File: config.mk
export PLATFORM = sky130hd
export DESIGN_NAME = iccm_prog_arbiter
export DESIGN_NICKNAME = d
export VERILOG_FILES = /design/src/rtl/iccm_prog_arbiter.sv
export SDC_FILE = /design/constraint.sdc
export NUM_CORES = 1
export LEC_CHECK = 0
export BUFFER_PORTS_ARGS = -buffer_cell sky130_fd_sc_hd__buf_4
export CAP_MARGIN = 20
export CORE_ASPECT_RATIO = 1.1
export CORE_UTILIZATION = 32
export DETAILED_ROUTE_END_ITERATION = 12
export GPL_TIMING_DRIVEN = 0
export HOLD_SLACK_MARGIN = 0.02
export PLACE_DENSITY_LB_ADDON = 0.08
export SLEW_MARGIN = 30
export SYNTH_ARGS = -nofsm -noshare
export SYNTH_HDL_FRONTEND = slang
export SYNTH_SLANG_ARGS = --single-unit
File: constraint.sdc
create_clock -name clk_i -period 3.15 [get_ports clk_i]
set_input_delay 0.315 -clock clk_i [delete_from_list [all_inputs] [get_ports clk_i]]
set_output_delay 0.315 -clock clk_i [all_outputs]
set_load 0.01 [all_outputs]
File: src/rtl/iccm_prog_arbiter.sv
`timescale 1ns/1ps
`default_nettype none
// ============================================================================
// Module   : iccm_prog_arbiter
// Purpose  : Arbitrates the single ICCM port between the SPI program loader
//            and the core instruction fetch. While programming (BOOT/DRAIN)
//            the loader's writes are buffered and streamed into the ICCM one
//            per cycle and the core is held in reset. Once the loader flags
//            completion and the buffer is drained, the core is released and
//            owns the port for fetches (RUN).
// Ports    :
//   clk_i, rst_i         clock, asynchronous active-high reset
//   prog_waddr_i/wdata_i loader write word address / data
//   prog_wvalid_i        loader write strobe (level; one push per rising edge)
//   prog_done_i          loader end-of-program flag (level)
//   core_req_i/addr_i    core fetch request / word address
//   core_gnt_o           fetch accepted this cycle
//   core_rvalid_o/rdata_o fetch data, one cycle after grant
//   core_rst_o           active-high reset to the core
//   mem_*                ICCM single-port SRAM interface (csb active-low)
//   word_cnt_o           number of words written into the ICCM (saturating)
//   overflow_o           sticky: a loader write was dropped (buffer full)
// Revision : 1.0 - initial release
// ============================================================================
module iccm_prog_arbiter #(
    parameter int ADDR_WIDTH = 13,
    parameter int FIFO_DEPTH = 4
) (
    input  logic                  clk_i,
    input  logic                  rst_i,
    input  logic [ADDR_WIDTH-1:0] prog_waddr_i,
    input  logic [31:0]           prog_wdata_i,
    input  logic                  prog_wvalid_i,
    input  logic                  prog_done_i,
    input  logic                  core_req_i,
    input  logic [ADDR_WIDTH-1:0] core_addr_i,
    output logic                  core_gnt_o,
    output logic                  core_rvalid_o,
    output logic [31:0]           core_rdata_o,
    output logic                  core_rst_o,
    output logic                  mem_csb_o,
    output logic                  mem_we_o,
    output logic [ADDR_WIDTH-1:0] mem_addr_o,
    output logic [31:0]           mem_wdata_o,
    input  logic [31:0]           mem_rdata_i,
    output logic [ADDR_WIDTH:0]   word_cnt_o,
    output logic                  overflow_o
);

    // ------------------------------------------------------------------------
    // Constants
    // ------------------------------------------------------------------------
    localparam int c_PTR_W = (FIFO_DEPTH > 1) ? $clog2(FIFO_DEPTH) : 1;
    localparam int c_CNT_W = c_PTR_W + 1;
    localparam logic [c_CNT_W-1:0] c_FULL = c_CNT_W'(FIFO_DEPTH);

    localparam logic [1:0] c_ST_BOOT  = 2'd0;
    localparam logic [1:0] c_ST_DRAIN = 2'd1;
    localparam logic [1:0] c_ST_RUN   = 2'd2;

    // ------------------------------------------------------------------------
    // Registers
    // ------------------------------------------------------------------------
    logic [1:0]            r_state;
    logic                  r_wv;       // previous prog_wvalid_i
    logic                  r_done;     // previous prog_done_i
    logic [c_PTR_W-1:0]    r_wptr;
    logic [c_PTR_W-1:0]    r_rptr;
    logic [c_CNT_W-1:0]    r_count;
    logic [ADDR_WIDTH-1:0] r_fifo_addr [FIFO_DEPTH];
    logic [31:0]           r_fifo_data [FIFO_DEPTH];
    logic                  r_rvalid;
    logic [ADDR_WIDTH:0]   r_word_cnt;
    logic                  r_overflow;

    // ------------------------------------------------------------------------
    // Combinational wires
    // ------------------------------------------------------------------------
    logic [1:0] w_state_nxt;
    logic       w_push_evt;
    logic       w_done_rise;
    logic       w_prog_phase;
    logic       w_empty;
    logic       w_full;
    logic       w_pop;
    logic       w_push_ok;
    logic       w_push_drop;
    logic       w_gnt;

    always_comb begin
        // A held strobe must produce one push, so only its rising edge counts.
        w_push_evt   = prog_wvalid_i & ~r_wv;
        w_done_rise  = prog_done_i & ~r_done;
        w_prog_phase = (r_state != c_ST_RUN);
        w_empty      = (r_count == '0);
        w_full       = (r_count == c_FULL);
        // The ICCM port is free while programming, so the head drains every
        // cycle the buffer holds something.
        w_pop        = w_prog_phase & ~w_empty;
        // A full buffer can still take a word if the head leaves this cycle.
        w_push_ok    = w_prog_phase & w_push_evt & (~w_full | w_pop);
        // Writes arriving after the core is released are ignored silently;
        // only programming-phase drops are reported as overflow.
        w_push_drop  = w_prog_phase & w_push_evt & w_full & ~w_pop;
        w_gnt        = (r_state == c_ST_RUN) & core_req_i;
    end

    // ------------------------------------------------------------------------
    // State machine
    // ------------------------------------------------------------------------
    always_ff @(posedge clk_i or posedge rst_i) begin
        if (rst_i) begin
            r_state <= c_ST_BOOT;
        end else begin
            r_state <= w_state_nxt;
        end
    end

    always_comb begin
        w_state_nxt = r_state;
        case (r_state)
            c_ST_BOOT: begin
                if (w_done_rise) begin
                    w_state_nxt = c_ST_DRAIN;
                end
            end
            c_ST_DRAIN: begin
                // A push in this cycle lands in the buffer and must still be
                // written, so hold DRAIN until a quiet empty cycle.
                if (w_empty && !w_push_evt) begin
                    w_state_nxt = c_ST_RUN;
                end
            end
            c_ST_RUN: begin
                w_state_nxt = c_ST_RUN;
            end
            default: begin
                w_state_nxt = c_ST_BOOT;
            end
        endcase
    end

    // ------------------------------------------------------------------------
    // Edge detectors
    // ------------------------------------------------------------------------
    always_ff @(posedge clk_i or posedge rst_i) begin
        if (rst_i) begin
            r_wv   <= 1'b0;
            r_done <= 1'b0;
        end else begin
            r_wv   <= prog_wvalid_i;
            r_done <= prog_done_i;
        end
    end

    // ------------------------------------------------------------------------
    // Write buffer: pointers and occupancy
    // ------------------------------------------------------------------------
    always_ff @(posedge clk_i or posedge rst_i) begin
        if (rst_i) begin
            r_wptr  <= '0;
            r_rptr  <= '0;
            r_count <= '0;
        end else begin
            if (w_push_ok) begin
                r_wptr <= r_wptr + c_PTR_W'(1);
            end
            if (w_pop) begin
                r_rptr <= r_rptr + c_PTR_W'(1);
            end
            case ({w_push_ok, w_pop})
                2'b10:   r_count <= r_count + c_CNT_W'(1);
                2'b01:   r_count <= r_count - c_CNT_W'(1);
                default: r_count <= r_count;
            endcase
        end
    end

    // Storage needs no reset: occupancy alone decides which entries are live.
    always_ff @(posedge clk_i) begin
        if (w_push_ok) begin
            r_fifo_addr[r_wptr] <= prog_waddr_i;
            r_fifo_data[r_wptr] <= prog_wdata_i;
        end
    end

    // ------------------------------------------------------------------------
    // Status counters
    // ------------------------------------------------------------------------
    always_ff @(posedge clk_i or posedge rst_i) begin
        if (rst_i) begin
            r_word_cnt <= '0;
            r_overflow <= 1'b0;
        end else begin
            if (w_pop && (r_word_cnt != '1)) begin
                r_word_cnt <= r_word_cnt + (ADDR_WIDTH + 1)'(1);
            end
            if (w_push_drop) begin
                r_overflow <= 1'b1;
            end
        end
    end

    // ------------------------------------------------------------------------
    // Fetch response: SRAM data arrives one cycle after the read
    // ------------------------------------------------------------------------
    always_ff @(posedge clk_i or posedge rst_i) begin
        if (rst_i) begin
            r_rvalid <= 1'b0;
        end else begin
            r_rvalid <= w_gnt;
        end
    end

    // ------------------------------------------------------------------------
    // ICCM port mux: programming writes and fetches are mutually exclusive
    // by state, so a simple priority mux suffices.
    // ------------------------------------------------------------------------
    always_comb begin
        mem_csb_o   = 1'b1;
        mem_we_o    = 1'b0;
        mem_addr_o  = '0;
        mem_wdata_o = '0;
        if (w_pop) begin
            mem_csb_o   = 1'b0;
            mem_we_o    = 1'b1;
            mem_addr_o  = r_fifo_addr[r_rptr];
            mem_wdata_o = r_fifo_data[r_rptr];
        end else if (w_gnt) begin
            mem_csb_o   = 1'b0;
            mem_addr_o  = core_addr_i;
        end
    end

    // ------------------------------------------------------------------------
    // Outputs
    // ------------------------------------------------------------------------
    assign core_gnt_o    = w_gnt;
    assign core_rvalid_o = r_rvalid;
    assign core_rdata_o  = r_rvalid ? mem_rdata_i : 32'h0;
    // Decoded straight from the state register, so it is glitch-free.
    assign core_rst_o    = w_prog_phase;
    assign word_cnt_o    = r_word_cnt;
    assign overflow_o    = r_overflow;

endmodule
`default_nettype wire

# Word-level counts from Yosys, hierarchy flattened
# Memory sizes are Yosys's and may differ from the RTL's.
# Cells that the tools add are included.
# W data, S select, Z words.
# totals
output_inout_bits	97
word_cells	59
ramBits	180
regBits	27
n_memories	2
# classes
n_eq_ne	9
n_addsub	5
reduce_logical	7
n_bitwise	14
mux	13
# mem_list
memory	words	word_bits	read_ports	rd_ports_with_merged_regs	write_ports	line	rtl
r_fifo_data	4	32	1	0	1	71	logic [31:0] r_fifo_data [FIFO_DEPTH];
r_fifo_addr	4	13	1	0	1	70	logic [ADDR_WIDTH-1:0] r_fifo_addr [FIFO_DEPTH];
# op_table
op	count
$mux W32	2
$mux W13	2
$add A14 B1 Y14 const B	1
$ne A14 B14 Y1 const B	1
$and A1 B1 Y1	8
$ne A2 B2 Y1 const B	3
$pmux W2 S3	1
$pmux W3 S2	1
$mux W1	5
$not A1 Y1	5
$add A2 B1 Y2 const B	2
$eq A2 B1 Y1 const B	2
$eq A2 B2 Y1 const B	2
$mux W2	2
$add A3 B1 Y3 const B	1
$eq A3 B3 Y1 const B	1
$logic_not A3 Y1	1
$sub A3 B1 Y3 const B	1
$logic_and A1 B1 Y1	2
$logic_not A2 Y1	1
$reduce_and A2 Y1	1
$reduce_bool A2 Y1	1
$logic_not A1 Y1	1
$or A1 B1 Y1	1

# Longest topological paths before layout
# Gate-level depths: netlist (run 1).
# logic_depth
word_depth	7
depth_mapped	11
depth_no_buf	9

# Worst setup path before layout (run 1)
# No wires, ideal clock.
# synth_timing
kind	register -> register
from	register r_state[0]
to	memory r_fifo_addr[1][0] (enable)
path_stages_with_launch	6
setup_time_ns	0.407
arrival_time_ns	2.052
synth_period_minus_slack_ns	2.459
path_slack_ns	0.691
cell_sequence	dfrtp_1 -> inv_1 -> ha_1 -> inv_1 -> clkbuf_1 -> and3_1
# synth_via
elab_chain_len	6
# synth_lines
item	line	rtl
from (decl)	64	logic [1:0] r_state;
from (signal assigned)	113	r_state <= c_ST_BOOT;
from (signal assigned)	115	r_state <= w_state_nxt;
$ne A2 B2 Y1 (*)	94	w_prog_phase = (r_state != c_ST_RUN);
$and A1 B1 Y1	99	w_pop = w_prog_phase & ~w_empty;
$or A1 B1 Y1	101	w_push_ok = w_prog_phase & w_push_evt & (~w_full | w_pop);
$and A1 B1 Y1 (*)	101	
$mux W1 (*)	181	if (w_push_ok) begin
$mux W1 (implied by the code) (*)	182	r_fifo_addr[r_wptr] <= prog_waddr_i;
to (decl)	70	
# Every way passes the cells marked *; elsewhere a longest branch is shown, timed or not.

# Final worst setup path (run 1)
# layout_timing
from	register r_state[0]
to	output port mem_wdata_o[16]
# layout_via
elab_chain_len	3
# layout_lines
item	line	rtl
$ne A2 B2 Y1	94	
$and A1 B1 Y1	99	
$mux W32	224	if (w_pop) begin
to (decl)	44	output logic [31:0] mem_wdata_o,
# No other way between the ends.

==> metrics.log, run 1 <==
[metrics] worst slew margin relative to its limit: 53.70%
[metrics] beginning of the worst register-to-register path: r_state[0]$_DFFE_PP0P_
[metrics] first-pass GRT wire length: 30.38 mm
[metrics] buffer and inverter count on the worst path: 5
[metrics] routability cong.: 0.7511
[metrics] Max Cap Viol: 0
[metrics] core region area: 26,140 um2
[metrics] part of the Yosys area used for sequential elements: 71.40%
[metrics] maximum clock insertion buffer count: 3
[metrics] remaining design rule violation count: 0
[metrics] Worst R2R Path Depth: 10
[metrics] clock tree sinks: 207
[metrics] multiplexer share of the synthesized area: 12.16%
[metrics] syn nets: 567
[metrics] IO Pins: 192
[metrics] Max H-tree Level: 1
[metrics] P&R area growth vs syn: 37.59%
[metrics] adder-cell share of the synthesized area: 1.410%
[metrics] Nets: 835
[metrics] crit share post-route: 90.44%
[metrics] share of layout cells above drive strength 1: 40.37%
[metrics] cell area after synthesis: 8517 um2
[metrics] post-synthesis sequential element count: 207
[metrics] final worst path period need: 2.849 ns
[metrics] delay of the slowest cell on the worst path: 0.43 ns
[metrics] Least-Margin Pin Slew: 0.6931 ns
[metrics] leading cell type in the layout, fill and taps excluded: sky130_fd_sc_hd__buf_4
[metrics] power per standard cell area: 503.5 nW/um2
[metrics] Reg2Reg Capture Point: r_count[2]$_DFFE_PP0P_
[metrics] count of unique library cells instantiated by Yosys: 39
[metrics] share of the synthesized netlist area taken by xor and xnor gates: 1.337%
[metrics] top flip-flop cell by instance count after synthesis: sky130_fd_sc_hd__edfxtp_1
[metrics] number of pins with negative max-slew slack in the final report: 0
[metrics] leakage: 4.452 nW
[metrics] TritonCTS clock tree: done
[metrics] clock root buffer: sky130_fd_sc_hd__clkbuf_16
[metrics] placed wire-length estimate: 13.43 mm
[metrics] kind of path behind the tightest hold check: input port to asynchronous set/reset pin
[metrics] average size of a mapped cell: 18.40 um2
[metrics] via-per-instance ratio: 4.725
[metrics] critical path, cell by cell: inv_1 > ha_1 > inv_1 > clkbuf_1 > clkbuf_1 > and3_1 > buf_4
[metrics] Yosys top cell area share: 63.46%
[metrics] n_diodes: 0
[metrics] vias: 5,198
[metrics] Post-Route WL: 20.22 mm
[metrics] Die Footprint: 27,270 um2
[metrics] Async S/R FF share, synth: 13.04%
[metrics] average wire per standard cell: 18.38 um
[metrics] number of synthesized flops with an enable pin: 180
[metrics] required time at the endpoint of the critical path: 2.83 ns
[metrics] worst hold-check slack: 0.4500 ns
[metrics] Detailed Routing Iterations Pass 1: 4
[metrics] simple-gate portion of the synthesized area: 8.124%
[metrics] capturing element type of the critical path: output port
[metrics] biggest area consumer among synthesized cells: sky130_fd_sc_hd__edfxtp_1
[metrics] combined global-route utilization of all metal layers: 14.91%
[metrics] main area contributors after synthesis: sky130_fd_sc_hd__edfxtp_1, sky130_fd_sc_hd__mux4_2, sky130_fd_sc_hd__dfrtp_1
[metrics] result of the run: completed
[metrics] via count of the first global-routing pass: 5,482
[metrics] maximum ir drop on the vdd rail: 0.0004076 V
[metrics] critical path data arrival time: 2.53 ns
[metrics] most used cells in the layout excluding fill and tap cells: sky130_fd_sc_hd__buf_4, sky130_fd_sc_hd__edfxtp_1, sky130_fd_sc_hd__dlygate4sd3_1
[metrics] horizontal extent of the die: 157.6 um
[metrics] final cell utilization of the core: 44.83%
[metrics] FMAX: 351.0 MHz
[metrics] CTS clock-pin slew for the worst setup and hold paths: 0.06 ns
[metrics] antenna violations before repair: 0
[metrics] Startpoint Class: flip-flop
[metrics] starting density of the core: 32.58%
[metrics] slowest stage cell, crit path: sky130_fd_sc_hd__clkbuf_1
[metrics] maximum number of pins on one net before global-route repair: 28
[metrics] cell count after placement: 1,010
[metrics] yosys synthesis warning count: 0
[metrics] endpoints failing hold: 0
[metrics] Worst Clk Skew: 0.01444 ns
[metrics] Cells after Synth: 463
[metrics] final setup violating endpoints: 0
[metrics] FP Rows: 62
[metrics] fraction of the mapped netlist area in compound gates: 3.335%
[metrics] category of cells accounting for the largest share of critical-path delay: buffers and inverters
[metrics] DRT antenna net count: 0
[metrics] RSZ-0062 raised after global routing: false
[metrics] post-route setup TNS: 0 ns
[metrics] setup slack, reg-to-reg: 0.73 ns
[metrics] Die Span Y: 173.1 um
[metrics] number of buffers created by CTS: 23
[metrics] main combinational cell family by area after synthesis: multiplexers
[metrics] non-filler instance count after layout: 1,100
[metrics] count of buffers inserted at the top-level ports: 191
[metrics] count of instances resized after the clock tree is built: 0
[metrics] drt initial violations: 214
[metrics] overall overflow remaining after global route: 0
[metrics] Clk Latency, worst-skew pair: 0.51 ns
[metrics] highest fanout seen on the critical path: 10
[metrics] critical setup path kind: flip-flop to output port
==> worst register-to-register path, cell delays in order (launching register included) <==
cell	delay, ns
sky130_fd_sc_hd__dfrtp_1	0.38
sky130_fd_sc_hd__inv_1	0.08
sky130_fd_sc_hd__ha_1	0.21
sky130_fd_sc_hd__buf_2	0.22
sky130_fd_sc_hd__nor2_2	0.23
sky130_fd_sc_hd__buf_2	0.29
sky130_fd_sc_hd__nand2_1	0.11
sky130_fd_sc_hd__fa_1	0.39
sky130_fd_sc_hd__nor4_1	0.21
sky130_fd_sc_hd__o21ai_0	0.11
sky130_fd_sc_hd__nand2_1	0.10
==> synthesized netlist by cell type (2+ instances only) <==
library cell / n
sky130_fd_sc_hd__mux4_2: 45
sky130_fd_sc_hd__nor3_2: 2
sky130_fd_sc_hd__buf_6: 5
sky130_fd_sc_hd__nor4_1: 3
sky130_fd_sc_hd__mux2_1: 2
sky130_fd_sc_hd__nand4_1: 3
sky130_fd_sc_hd__inv_1: 10
sky130_fd_sc_hd__nand3_1: 5
sky130_fd_sc_hd__o21ai_0: 6
sky130_fd_sc_hd__nand2b_1: 2
sky130_fd_sc_hd__a21o_1: 2
sky130_fd_sc_hd__edfxtp_1: 180
sky130_fd_sc_hd__xnor2_1: 12
sky130_fd_sc_hd__a21oi_1: 7
sky130_fd_sc_hd__and2_1: 33
sky130_fd_sc_hd__ha_1: 8
sky130_fd_sc_hd__o211ai_1: 4
sky130_fd_sc_hd__nand2_1: 11
sky130_fd_sc_hd__a22o_1: 13
sky130_fd_sc_hd__buf_2: 11
sky130_fd_sc_hd__clkbuf_1: 11
sky130_fd_sc_hd__a31oi_1: 3
sky130_fd_sc_hd__nor2_1: 4
sky130_fd_sc_hd__dfrtp_1: 27
sky130_fd_sc_hd__and3_1: 40
==> cell families (layout without fill, tap and decap cells) <==
family | count (synthesis) | after routing
muxes | 47 | 47
AOI/OAI and AO/OA | 39 | 39
DFF | 207 | 207
buffers and inverters | 37 | 322
and+or+nand+nor | 111 | 111
xor gates and xnor gates | 13 | 13
adders and majority gates | 9 | 9
==> where the power goes <==
part,switching (mW),total [mW],internal [mW]
Sequential,0.00297,2.99,2.98
Combinational,0.108,0.280,0.172
Clock,1.04,2.63,1.59
Total,1.15,5.90,4.75
==> stage by stage <==
stage	power (mW)	instance area (um2)	worst slack [ns]
CTS	5.984	11720	0.2218
floorplan	3.105	8517	0.6907
global placement	3.268	10390	-0.7496
global route	6.111	11720	0.06017
finish	5.901	11720	0.3013
detailed placement	3.278	10490	0.7370
==> area by class of cell <==
type / count / area (um2)
Multi-Input combinational cell: 219 / 2266
Clock buffer: 27 / 590.6
Tap cell: 352 / 440.4
Buffer: 27 / 152.6
Sequential cell: 207 / 6081
Clock inverter: 15 / 156.4
Timing Repair Buffer: 243 / 1994
Inverter: 10 / 37.54
Fill cell: 2320 / 14420
==> sequential cells by signal, summed over array words and instances, names as in the netlist <==
name	count
r_fifo_data	128
r_fifo_addr	52
word_cnt_o	14
r_count	3
r_rptr	2
r_state	2
r_wptr	2
core_rvalid_o	1
overflow_o	1
r_done	1
r_wv	1
==> worst max-delay path by stage <==
stage                           startpoint                           end  cells past startpoint
floorplan           r_state[0]$_DFFE_PP0P_   r_fifo_addr[1][0]$_DFFE_PP_                      5
global route        r_state[0]$_DFFE_PP0P_               mem_wdata_o[16]                      7
finish              r_state[0]$_DFFE_PP0P_               mem_wdata_o[16]                      7
detailed placement  r_state[0]$_DFFE_PP0P_   r_fifo_addr[3][0]$_DFFE_PP_                      6
CTS                 r_state[0]$_DFFE_PP0P_               mem_wdata_o[16]                      7
global placement    r_state[0]$_DFFE_PP0P_  r_fifo_data[1][17]$_DFFE_PP_                      5
==> metal layers <==
| layer | up-vias | share of wire, % | track usage (%) |
|---|---|---|---|
| li1 | 2378 | - | - |
| met1 | 2604 | 40 | 17.94 |
| met2 | 181 | 51 | 26.33 |
| met3 | 35 | 6.0 | 2.907 |
| met4 | 0 | 2.7 | 5.178 |
| met5 | - | 0 | 0 |
==> what timing repair did <==
item                                   in CTS  in global routing
endpoints found under the hold margin     209                  0
buffers inserted                            0                  0
hold buffers                               48                  0
(Power assumes the default switching activity.)
==> run 2: changes to the inputs <==
Settings changed: REMOVE_ABC_BUFFERS from default to 1.
==> run 2 against run 1 <==
  * Flip-flop and latch count did not move
  * Power rose by 3.3%
  * Critical path depth fell by 2
==> metrics.log, run 2 (synthesis gave the netlist of run 1 again) <==
[metrics] Die Footprint: 27,270 um2 (unchanged)
[metrics] Max Cap Viol: 0 (unchanged)
[metrics] power per standard cell area: 520.3 nW/um2 (+3.3%)
[metrics] Least-Margin Pin Slew: 0.7297 ns (+0.03666 ns)
[metrics] TritonCTS clock tree: done
[metrics] Post-Route WL: 19.87 mm (-1.7%)
[metrics] FP Rows: 62 (unchanged)
[metrics] kind of path behind the tightest hold check: flip-flop to flip-flop
[metrics] crit share post-route: 91.51% (+1.1 points)
[metrics] number of buffers created by CTS: 24 (+4.3%)
[metrics] Sequential cell area: 6088 um2 (+0.12%)
[metrics] maximum clock insertion buffer count: 3 (unchanged)
[metrics] final worst path period need: 2.883 ns (+0.03380 ns)
[metrics] Max H-tree Level: 1 (unchanged)
[metrics] flip-flop count of the largest register, all copies and words added: 128 (unchanged)
[metrics] critical path data arrival time: 2.57 ns (+0.04 ns)
[metrics] combined global-route utilization of all metal layers: 14.92% (about the same)
[metrics] routability cong.: 0.7217 (-3.9%)
[metrics] Non-Filler Cell Area, Final: 11,720 um2 (about the same)
[metrics] capturing element type of the critical path: output port
[metrics] average wire per standard cell: 18.43 um (+0.30%)
[metrics] drt initial violations: 197 (-7.9%)
[metrics] critical setup path kind: flip-flop to output port
[metrics] Clk Latency, worst-skew pair: 0.50 ns (about the same)
[metrics] pre-CTS WS: 0.3527 ns (-0.3843 ns)
[metrics] highest fanout seen on the critical path: 16 (+6)
[metrics] area used by multi-input combinational logic: 2272 um2 (+0.28%)
[metrics] via count of the first global-routing pass: 5,529 (+0.86%)
[metrics] leakage: 4.406 nW (-1.0%)
[metrics] final setup violating endpoints: 0 (unchanged)
[metrics] overall overflow remaining after global route: 0 (unchanged)
[metrics] result of the run: completed
[metrics] required time at the endpoint of the critical path: 2.83 ns (about the same)
[metrics] DRT antenna net count: 0 (unchanged)
[metrics] Setup WS post-layout: 0.2675 ns (-0.03380 ns)
[metrics] clock root buffer: sky130_fd_sc_hd__clkbuf_16
[metrics] horizontal extent of the die: 157.6 um (unchanged)
[metrics] Nets: 812 (-2.8%)
[metrics] critical path, cell by cell: inv_1 > ha_1 > and2_1 > a22o_1 > buf_4
[metrics] maximum ir drop on the vdd rail: 0.0004236 V (+3.9%)
[metrics] fill cell total of the finished layout: 2,307 (-0.56%)
[metrics] leading cell type in the layout, fill and taps excluded: sky130_fd_sc_hd__buf_4
[metrics] FMAX: 346.9 MHz (-1.2%)
[metrics] buffer and inverter count on the worst path: 2 (-3)
[metrics] delay of the slowest cell on the worst path: 0.67 ns (+0.24 ns)
[metrics] starting density of the core: 32.58% (unchanged)
[metrics] Detailed Routing Iterations Pass 1: 4 (unchanged)
[metrics] share of layout cells above drive strength 1: 40.63% (+0.26 points)
[metrics] remaining design rule violation count: 0 (unchanged)
[metrics] Startpoint Class: flip-flop
[metrics] category of cells accounting for the largest share of critical-path delay: simple AND/OR/NAND/NOR gates
[metrics] CTS clock-pin slew for the worst setup and hold paths: 0.06 ns (about the same)
[metrics] P&R area growth vs syn: 37.55% (about the same)
[metrics] first-pass GRT wire length: 30.73 mm (+1.1%)
[metrics] placed wire-length estimate: 12.18 mm (-9.4%)
[metrics] largest register by flop count: r_fifo_data
[metrics] antenna violations before repair: 0 (unchanged)
[metrics] vias: 5,145 (-1.0%)
[metrics] maximum number of pins on one net before global-route repair: 40 (+43%)
[metrics] count of buffers inserted at the top-level ports: 191 (unchanged)
[metrics] most used cells in the layout excluding fill and tap cells: sky130_fd_sc_hd__buf_4, sky130_fd_sc_hd__edfxtp_1, sky130_fd_sc_hd__dlygate4sd3_1
[metrics] n_diodes: 0 (unchanged)
[metrics] Worst Clk Skew: 0.007618 ns (-0.006823 ns)
[metrics] number of pins with negative max-slew slack in the final report: 0 (unchanged)
[metrics] core region area: 26,140 um2 (unchanged)
[metrics] RSZ-0062 raised after global routing: false
[metrics] count of instances resized after the clock tree is built: 0 (unchanged)
[metrics] endpoints failing hold: 0 (unchanged)
[metrics] clock tree sinks: 207 (unchanged)
[metrics] Die Span Y: 173.1 um (unchanged)
[metrics] IO Pins: 192 (unchanged)
[metrics] worst slew margin relative to its limit: 51.28% (-2.4 points)
[metrics] dpl cell area: 10,420 um2 (-0.68%)
[metrics] via-per-instance ratio: 4.773 (+1.0%)
[metrics] slowest stage cell, crit path: sky130_fd_sc_hd__and2_1
-- run 2: changes by cell type in the layout (fill, tap and decap cells not counted), moves of 3 or more --
cell / before / now
sky130_fd_sc_hd__buf_2: 11 / 0
sky130_fd_sc_hd__clkbuf_1: 15 / 7
sky130_fd_sc_hd__buf_6: 5 / 0
sky130_fd_sc_hd__clkinv_1: 5 / 2
-- run 2: final cells by class --
cell class | count | share of cell area, %
sequential | 207 | 51.97
multi-input combinational | 219 | 19.40
timing repair buffer | 246 | 17.60
clock buffer | 32 | 5.564
tap | 352 | 3.759
clock inverter | 12 | 1.388
inverter | 10 | 0.3204
-- run 2: per-layer routing --
metal	GRT usage, %	vias to the layer above	share of wire (%)
li1	-	2323	-
met1	17.14	2570	38
met2	27.01	219	52
met3	3.509	33	7.6
met4	4.733	0	2.1
met5	0	-	0
-- run 2: what timing repair did --
action	4_1_cts	5_1_grt
endpoints found under the hold margin	209	0
buffers inserted	0	0
endpoints found under the setup margin	0	0
hold buffers	48	0
-- run 2: worst paths after layout --
check | from | end | slack [ns] | cells after the start
min reg2reg | overflow_o$_DFFE_PP0P_ | overflow_o$_DFFE_PP0P_ | 0.38 | 0
max in group asynchronous | rst_i | r_rptr[1]$_DFFE_PP0P_ | 2.26 | 3
min in group asynchronous | rst_i | r_done$_DFF_PP0_ | 0.44 | 3
max reg2reg | r_state[0]$_DFFE_PP0P_ | r_fifo_data[0][11]$_DFFE_PP_ | 0.48 | 5
min | overflow_o$_DFFE_PP0P_ | overflow_o$_DFFE_PP0P_ | 0.38 | 0
max | r_state[0]$_DFFE_PP0P_ | mem_addr_o[12] | 0.27 | 5
-- run 2: per-stage QoR --
| stage | std cells | TNS (ns) | power [mW] | util, % | hold slack, ns |
|---|---|---|---|---|---|
| after floorplan | 436 | 0 | 3.103 | - | 0.3464 |
| after global placement | 979 | -329.16 | 3.262 | 39.16 | 0.3658 |
| after detailed placement | 986 | 0 | 3.272 | 39.86 | 0.3746 |
| after CTS | 1078 | 0 | 6.192 | 44.81 | 0.3878 |
| after global routing | 1078 | 0 | 6.323 | 44.81 | 0.4124 |
| final | 1078 | 0 | 6.095 | 44.81 | 0.3819 |
-- run 2: where the power goes --
group | switching [mW] | internal [mW] | leakage, nW
logic | 0.101 | 0.171 | 2.05
clock network | 1.05 | 1.78 | 0.392
registers | 0.00582 | 2.98 | 1.97
==> run 3: changes to the inputs <==
Clock period 3.15 ns to 3 ns, I/O delays scaled along.
==> run 3 against run 2 <==
  * Combinational power grew 5%
  * Clock power grew 5%
  * Core utilization is essentially flat
  * Worst setup slack lost 0.039 ns
  * Global-route usage is the same
  * Clock skew is the same
  * Wire length is the same
  * Hold slack lost 0.077 ns
  * Critical path depth is the same
  * Final cell count is the same
  * Die area is the same
  * Via count is the same
  * Critical path type unchanged
  * Critical endpoint is now mem_wdata_o[18]
  * Highest routed layer unchanged
==> metrics.log, run 3 (synthesis gave the netlist of run 1 again) <==
[metrics] n_diodes: 0 (unchanged)
[metrics] DRT antenna net count: 0 (unchanged)
[metrics] flip-flop count of the largest register, all copies and words added: 128 (unchanged)
[metrics] critical hold path startpoint: core_req_i
[metrics] sequential share of power: 49.1% (about the same)
[metrics] endpoints failing hold: 0 (unchanged)
[metrics] beginning of the worst register-to-register path: r_state[0]$_DFFE_PP0P_
[metrics] Die Span Y: 173.1 um (unchanged)
[metrics] number of pins with negative max-slew slack in the final report: 0 (unchanged)
[metrics] clock power share: 46.5% (about the same)
[metrics] leakage: 4.407 nW (about the same)
[metrics] Reg2Reg Capture Point: r_fifo_data[0][11]$_DFFE_PP_
[metrics] required time at the endpoint of the critical path: 2.70 ns (-0.13 ns)
[metrics] routability cong.: 0.7217 (unchanged)
[metrics] RSZ-0062 raised after global routing: false
[metrics] worst hold-check slack: 0.3049 ns (-0.07696 ns)
[metrics] placed wire-length estimate: 12.18 mm (unchanged)
[metrics] critical path data arrival time: 2.47 ns (-0.10 ns)
[metrics] core region area: 26,140 um2 (unchanged)
[metrics] FMAX: 360.8 MHz
[metrics] critical setup path kind: flip-flop to output port
[metrics] count of buffers inserted at the top-level ports: 191 (unchanged)
[metrics] P&R area growth vs syn: 37.56% (about the same)
[metrics] Clk Latency, worst-skew pair: 0.50 ns (about the same)
[metrics] number of buffers created by CTS: 24 (unchanged)
[metrics] power per standard cell area: 546.2 nW/um2 (+5.0%)
[metrics] Least-Margin Pin Slew: 0.7297 ns (+0.0000005960 ns)
[metrics] average wire per standard cell: 18.43 um (unchanged)
[metrics] hold-critical path depth: 2 (+2)
[metrics] Detailed Routing Iterations Pass 1: 4 (unchanged)
[metrics] category of cells accounting for the largest share of critical-path delay: buffers and inverters
[metrics] combined global-route utilization of all metal layers: 14.92% (unchanged)
[metrics] NetSw: 1.219 mW (+5.0%)
[metrics] TritonCTS clock tree: done
[metrics] final setup violating endpoints: 0 (unchanged)
[metrics] critical path, cell by cell: inv_1 > ha_1 > inv_2 > and3_1 > buf_4
[metrics] IO Pins: 192 (unchanged)
[metrics] Worst Clk Skew: 0.007618 ns (unchanged)
[metrics] largest register by flop count: r_fifo_data
[metrics] Die Footprint: 27,270 um2 (unchanged)
[metrics] total power draw: 6.400 mW (+5.0%)
[metrics] antenna violations before repair: 0 (unchanged)
[metrics] highest fanout seen on the critical path: 39 (+23)
[metrics] Max H-tree Level: 1 (unchanged)
[metrics] share of layout cells above drive strength 1: 40.77% (+0.14 points)
[metrics] non-filler instance count after layout: 1,078 (unchanged)
[metrics] destination of the worst hold path: core_rvalid_o$_DFF_PP0_
[metrics] drt initial violations: 197 (unchanged)
[metrics] worst slew margin relative to its limit: 51.28% (unchanged)
[metrics] crit share post-route: 92.40%
[metrics] Startpoint Class: flip-flop
[metrics] capturing element type of the critical path: output port
[metrics] slowest stage cell, crit path: sky130_fd_sc_hd__ha_1
[metrics] delay of the slowest cell on the worst path: 0.53 ns (-0.14 ns)
[metrics] maximum ir drop on the vdd rail: 0.0004447 V (+5.0%)
[metrics] post-route setup TNS: 0 ns (unchanged)
[metrics] horizontal extent of the die: 157.6 um (unchanged)
[metrics] fill cell total of the finished layout: 2,306 (-0.043%)
[metrics] via-per-instance ratio: 4.773 (unchanged)
[metrics] maximum clock insertion buffer count: 3 (unchanged)
[metrics] logic gate share of total power: 4.5% (about the same)
[metrics] via count of the first global-routing pass: 5,529 (unchanged)
[metrics] Worst R2R Path Depth: 5 (unchanged)
[metrics] first-pass GRT wire length: 30.73 mm (unchanged)
[metrics] CTS clock-pin slew for the worst setup and hold paths: 0.06 ns (about the same)
[metrics] starting density of the core: 32.58% (unchanged)
[metrics] clock tree sinks: 207 (unchanged)
[metrics] buffer and inverter count on the worst path: 3 (+1)
[metrics] Max Cap Viol: 0 (unchanged)
[metrics] overall overflow remaining after global route: 0 (unchanged)
[metrics] Nets: 812 (unchanged)
[metrics] most used cells in the layout excluding fill and tap cells: sky130_fd_sc_hd__buf_4, sky130_fd_sc_hd__edfxtp_1, sky130_fd_sc_hd__dlygate4sd3_1
[metrics] sw frac: 19.04% (about the same)
[metrics] vias: 5,145 (unchanged)
[metrics] maximum number of pins on one net before global-route repair: 40 (unchanged)
[metrics] setup slack, reg-to-reg: 0.33 ns (-0.15 ns)
[metrics] kind of path behind the tightest hold check: input port to flip-flop
[metrics] clock root buffer: sky130_fd_sc_hd__clkbuf_16
[metrics] Post-Route WL: 19.87 mm (unchanged)
[metrics] result of the run: completed
[metrics] leading cell type in the layout, fill and taps excluded: sky130_fd_sc_hd__buf_4
[metrics] FP Rows: 62 (unchanged)
[metrics] internal power consumption: 5.181 mW (+5.0%)
[metrics] final worst path period need: 2.772 ns
[metrics] remaining design rule violation count: 0 (unchanged)
[metrics] cell count after placement: 986 (unchanged)
run 3: how the worst max path moves through the flow:
| stage | start | endpoint | cells after the start |
|---|---|---|---|
| global placement | r_state[0]$_DFFE_PP0P_ | r_fifo_data[0][2]$_DFFE_PP_ | 4 |
| global route | r_state[0]$_DFFE_PP0P_ | mem_wdata_o[18] | 5 |
| finish | r_state[0]$_DFFE_PP0P_ | mem_wdata_o[18] | 5 |
| floorplan | r_rptr[0]$_DFFE_PP0P_ | mem_addr_o[11] | 2 |
| CTS | r_state[0]$_DFFE_PP0P_ | mem_addr_o[8] | 5 |
| detailed placement | r_state[0]$_DFFE_PP0P_ | r_fifo_data[0][31]$_DFFE_PP_ | 5 |
run 3: layer usage:
| layer | global-route usage (%) | wire length [um] | vias to the layer above |
|---|---|---|---|
| met3 | 3.509 | 1508 | 33 |
| met5 | 0 | 0 | - |
| met4 | 4.733 | 418 | 0 |
| met2 | 27.01 | 10310 | 219 |
| met1 | 17.14 | 7629 | 2570 |
| li1 | - | - | 2323 |
run 3: power groups by stage:
stage | clock (mW) | sequential, mW | combinational (mW)
finish | 2.97 | 3.14 | 0.285
global route | 3.19 | 3.14 | 0.315
CTS | 3.07 | 3.14 | 0.290
detailed placement | 0 | 3.20 | 0.236
global placement | 0 | 3.20 | 0.227
floorplan | 0 | 3.20 | 0.0591
run 3: worst reg2reg max path: stages (launching register included):
cell	delay, ns
sky130_fd_sc_hd__dfrtp_1	0.38
sky130_fd_sc_hd__inv_1	0.07
sky130_fd_sc_hd__ha_1	0.40
sky130_fd_sc_hd__inv_2	0.63
sky130_fd_sc_hd__and3_4	0.61
sky130_fd_sc_hd__buf_12	0.26
run 3: through the flow:
step / cell area (um2) / worst slack, ns / utilization, %
2_1_floorplan: 8364 / -0.1138 / -
3_3_place_gp: 10240 / -1.748 / 39.16
3_5_place_dp: 10420 / 0.2027 / 39.86
4_1_cts: 11720 / 0.001745 / 44.81
5_1_grt: 11720 / 0.01406 / 44.82
6_report: 11720 / 0.2281 / 44.82
run 3: final cells by class:
class	count	area, um2	area share, %
clock buffer	32	651.9	5.564
clock inverter	12	162.7	1.388
inverter	10	37.54	0.3204
multi-input combinational	219	2273	19.40
sequential	207	6088	51.97
tap	352	440.4	3.759
timing repair buffer	246	2062	17.60
run 3: timing repair:
item	4_1_cts	5_1_grt
endpoints found under the setup margin	0	13
buffers inserted	0	0
hold buffers	48	0
endpoints found under the hold margin	209	0
resized for setup	0	1
